`config.mk`:
```
export PLATFORM = sky130hd
export DESIGN_NAME = operand_loader
export DESIGN_NICKNAME = d
export VERILOG_FILES = /design/src/rtl/operand_loader_pkg.sv /design/src/rtl/operand_loader_press_detect.sv /design/src/rtl/operand_loader.sv
export SDC_FILE = /design/constraint.sdc
export NUM_CORES = 1
export LEC_CHECK = 0
export ABC_AREA = 0
export CORE_ASPECT_RATIO = 0.9
export CORE_MARGIN = 3
export CORE_UTILIZATION = 30
export DETAILED_ROUTE_END_ITERATION = 12
export PLACE_DENSITY = 0.57
export RECOVER_POWER = 100
export SKIP_CTS_REPAIR_TIMING = 1
export SYNTH_ARGS = -nofsm -noshare
export SYNTH_HDL_FRONTEND = slang
export SYNTH_SLANG_ARGS = --single-unit
export TNS_END_PERCENT = 100
```
`constraint.sdc`:
```
create_clock -name clk_i -period 1.9 [get_ports clk_i]
set_clock_uncertainty 0.1 [all_clocks]
set_input_delay 0.38 -clock clk_i [delete_from_list [all_inputs] [get_ports clk_i]]
set_output_delay 0.38 -clock clk_i [all_outputs]
set_load 0.01 [all_outputs]
```
`src/rtl/operand_loader_pkg.sv`:
```
// operand_loader_pkg: shared state encoding for the operand loader.
package operand_loader_pkg;

    typedef enum logic [1:0] {
        LDR_IDLE  = 2'd0,
        LDR_LOAD  = 2'd1,
        LDR_READY = 2'd2
    } loader_state_t;

endpackage

```
`src/rtl/operand_loader_press_detect.sv`:
```
// press_detect: one-cycle press pulse on the high-to-low edge of an active-low button.
module press_detect (
    input  logic clk_i,
    input  logic rst_i,
    input  logic btn_i,
    output logic press_o
);

    logic load_q;

    always_ff @(posedge clk_i) load_q <= !rst_i ? 1'b1 : btn_i;

    assign press_o = load_q & ~btn_i;

endmodule

```
`src/rtl/operand_loader.sv`:
```
// operand_loader: captures N_OPERANDS values, one per button press, then holds them for the datapath.
module operand_loader
    import operand_loader_pkg::*;
#(
    parameter  int WIDTH      = 4,
    parameter  int N_OPERANDS = 2,
    localparam int IDX_W      = (N_OPERANDS > 1) ? $clog2(N_OPERANDS) : 1
) (
    input  logic                        clk_i,
    input  logic                        rst_i,
    input  logic                        load_i,
    input  logic [WIDTH-1:0]            input_i,
    input  logic                        abort_i,
    input  logic                        done_i,
    output logic                        compute_o,
    output logic [N_OPERANDS*WIDTH-1:0] operands_o,
    output logic [IDX_W-1:0]            index_o,
    output logic                        busy_o
);

    localparam logic [IDX_W-1:0] LAST = IDX_W'(N_OPERANDS - 1);
    localparam bit               ONE  = (N_OPERANDS == 1);

    loader_state_t    state_q;
    logic [IDX_W-1:0] index_q;
    logic [WIDTH-1:0] ops_q [N_OPERANDS];
    logic             press;

    press_detect u_press (
        .clk_i  (clk_i),
        .rst_i  (rst_i),
        .btn_i  (load_i),
        .press_o(press)
    );

    always_ff @(posedge clk_i) begin
        if (!rst_i) begin
            state_q <= LDR_IDLE;
            index_q <= '0;
            for (int i = 0; i < N_OPERANDS; i++) ops_q[i] <= '0;
        end else begin
            case (state_q)
                LDR_IDLE: if (press) begin
                    ops_q[0] <= input_i;
                    state_q  <= ONE ? LDR_READY : LDR_LOAD;
                    index_q  <= ONE ? '0 : IDX_W'(1);
                end
                // abort outranks a same-cycle press, so nothing is captured
                LDR_LOAD: if (abort_i) begin
                    state_q <= LDR_IDLE;
                    index_q <= '0;
                end else if (press) begin
                    ops_q[index_q] <= input_i;
                    state_q        <= (index_q == LAST) ? LDR_READY : LDR_LOAD;
                    index_q        <= (index_q == LAST) ? '0 : index_q + 1'b1;
                end
                LDR_READY: if (done_i) begin
                    state_q <= LDR_IDLE;
                    index_q <= '0;
                end
                default: begin
                    state_q <= LDR_IDLE;
                    index_q <= '0;
                end
            endcase
        end
    end

    for (genvar k = 0; k < N_OPERANDS; k++) begin : g_flat
        assign operands_o[k*WIDTH +: WIDTH] = ops_q[k];
    end

    assign compute_o = (state_q == LDR_READY);
    assign busy_o    = (state_q == LDR_LOAD);
    assign index_o   = index_q;

endmodule

```
==> results_dict.tcl <==
set metrics [dict create \
    period_minus_slack_ps 1810 \
    required_ps 1420 \
    worst_pin_slew_ps 287 \
    outcome "completed" \
    peakVddDrop_mv 0.324 \
    syn-num-nets 42 \
    dieArea_mm2 0.00203 \
    rsz0062_at_grt "no" \
    dr_wl_met2_um 435 \
    async_flop_share_pct 0 \
    layout-drive-gt1-share_pct 16.9 \
    syn_inst 33 \
    ys_seq_area_share_pct 65.8 \
    power.leakage_nw 0.300 \
    initial_utilization_pct 34.6 \
    rows 12 \
    crit_path_end_kind "primary output" \
    die_w_um 47.1 \
    synthDistinctLibCells 15 \
    cts_sinks 11 \
    power.total_mw 0.506 \
    rr_startpoint "state_q[1]" \
    placed_cell_area_um2 687 \
    io_pins 20 \
    ys_ff_latch 11 \
    period_share_pct 95.5 \
    wirelength_um 894 \
    wl_met3_um 84 \
    hold_start "state_q[1]" \
    drv_slew 0 \
    synth_area_per_cell_um2 13.8 \
    wl_met1_um 374 \
    synth_common_cells "and2_1 (8), edfxtp_1 (8), dfxtp_1 (3), nand2b_1 (2), o21ai_0 (2)" \
    synth_top_area_share_pct 52.6 \
    grt_max_degree 8 \
    netlist_top_cells_area "edfxtp_1 (53%), dfxtp_1 (13%), and2_1 (11%), mux2_4 (3.3%), nand2b_1 (2.7%)" \
    drt-pass1-iter-count 4 \
    finalSetupViolCount 0 \
    die_y_um 43.0 \
    routabilityCongestion 0.692 \
    hp-class "reg -> reg" \
    grt_pass1_wl_um 1460 \
    final_cell_count_no_fill 73 \
    grt_remaining_overflow 0 \
    coreArea_mm2 0.00132 \
    arrival_ps 1330 \
    diodes 0 \
    clk_latency_ps 270 \
    fin_tns_setup_ps 0 \
    grt_pass1_vias 328 \
    vias_per_cell 4.66 \
    htreeDepth 1 \
    final_core_util_pct 53.3 \
    dp_cells 69 \
    crit_path_start_kind "register" \
    area_growth_pct 54.2 \
    antenna_left 0 \
    fmax_ghz 0.551 \
    wl_per_cell_um 12.2 \
    critPathLaunch "state_q[0]" \
    clock-root-buffer "clkbuf_4" \
    yosys.area.top_type "edfxtp_1" \
    vias 340 \
    final_cell_area_um2 704 \
    finalHoldViolCount 0 \
    power_density_mw_per_mm2 719 \
    slew_headroom_pct 80.8 \
    io_buffers 19 \
    fin_nets 69 \
    synth-edff-count 8 \
    cap_violations 0 \
    dp.final_hpwl_um 757 \
    crit_type "reg -> out" \
    drc 0 \
    cp_max_fo 7 \
    antenna_found_initial 0 \
    synthFlopType "edfxtp_1" \
    tritoncts "built" \
    grt_use_total_pct 10.4 \
    cts-buffers-inserted 3 \
    syn_area_um2 457 \
    cts_max_path_buffers 2 \
    top_layer_used "met3" \
    drtIter0Drc 6 \
    yosys_warnings 0 \
    clk_pin_slew_ps 80 \
]
worst max-delay path, cell delays in order (launching register included):
cell and delay (ps):
dfxtp_2 390, nor2b_1 150, clkdlybuf4s50_1 540
routing by layer:
layer	up-vias	GRT usage [%]
li1	169	-
met1	153	12.0
met2	18	16.5
met3	0	5.08
met4	0	3.31
met5	-	0
state kept, by name, summed over array words and instances (netlist names):
signal          cells
ops_q               8
state_q             2
u_press.load_q      1
worst paths after layout:
kind | endpoint | slack [ps] | cells after the start
worst max-delay path | busy_o | 90 | 2
worst min-delay path | state_q[0] | 360 | 1
worst max register to register | ops_q[0][0] | 510 | 3
worst min register to register | state_q[0] | 360 | 1
metrics by stage:
step                setup slack (ps)  hold WS (ps)
finish                          86.1           360
global placement                82.4           376
detailed placement              74.0           398
global route                    24.9           386
CTS                            -26.5           419
floorplan                        421           339
cells by family (layout without fill, tap and decap cells):
kind of cell	Yosys count	in the layout	synth area share [%]
and+or+nand+nor	17	17	26.0
DFF	11	11	65.8
AOI/OAI and AO/OA	3	3	4.11
muxes	1	1	3.29
buffers and inverters	1	27	0.821
final cells by class:
class	instances	area (um2)
fillers	138	617
multi-input cells	21	145
inverters	1	3.75
clock buffers	3	22.5
well taps	14	17.5
clock inverters	1	5.00
repair buffers	22	208
flip-flops and latches	11	303
cell usage in the layout, fill, tap and decap left out:
cell	count
nor3b_1	1
dlymetal6s2s_1	1
clkdlybuf4s50_1	8
nand2b_1	2
clkinv_2	1
edfxtp_1	8
o21ai_0	2
clkbuf_4	3
a31o_2	1
dfxtp_1	1
and2b_1	1
buf_4	1
and2_1	2
clkbuf_1	2
nor2b_1	1
nand4bb_1	1
nand2b_2	1
and2_0	6
inv_1	1
nor2_1	2
dlygate4sd3_1	10
dfxtp_2	2
mux2_4	1
power by group:
part	switching (mW)	leakage [nW]	internal, mW
registers	0.00575	0.109	0.271
logic	0.0272	0.173	0.0444
clock network	0.0801	0.0177	0.0778
No activity file was read; power rests on OpenSTA's default activity.
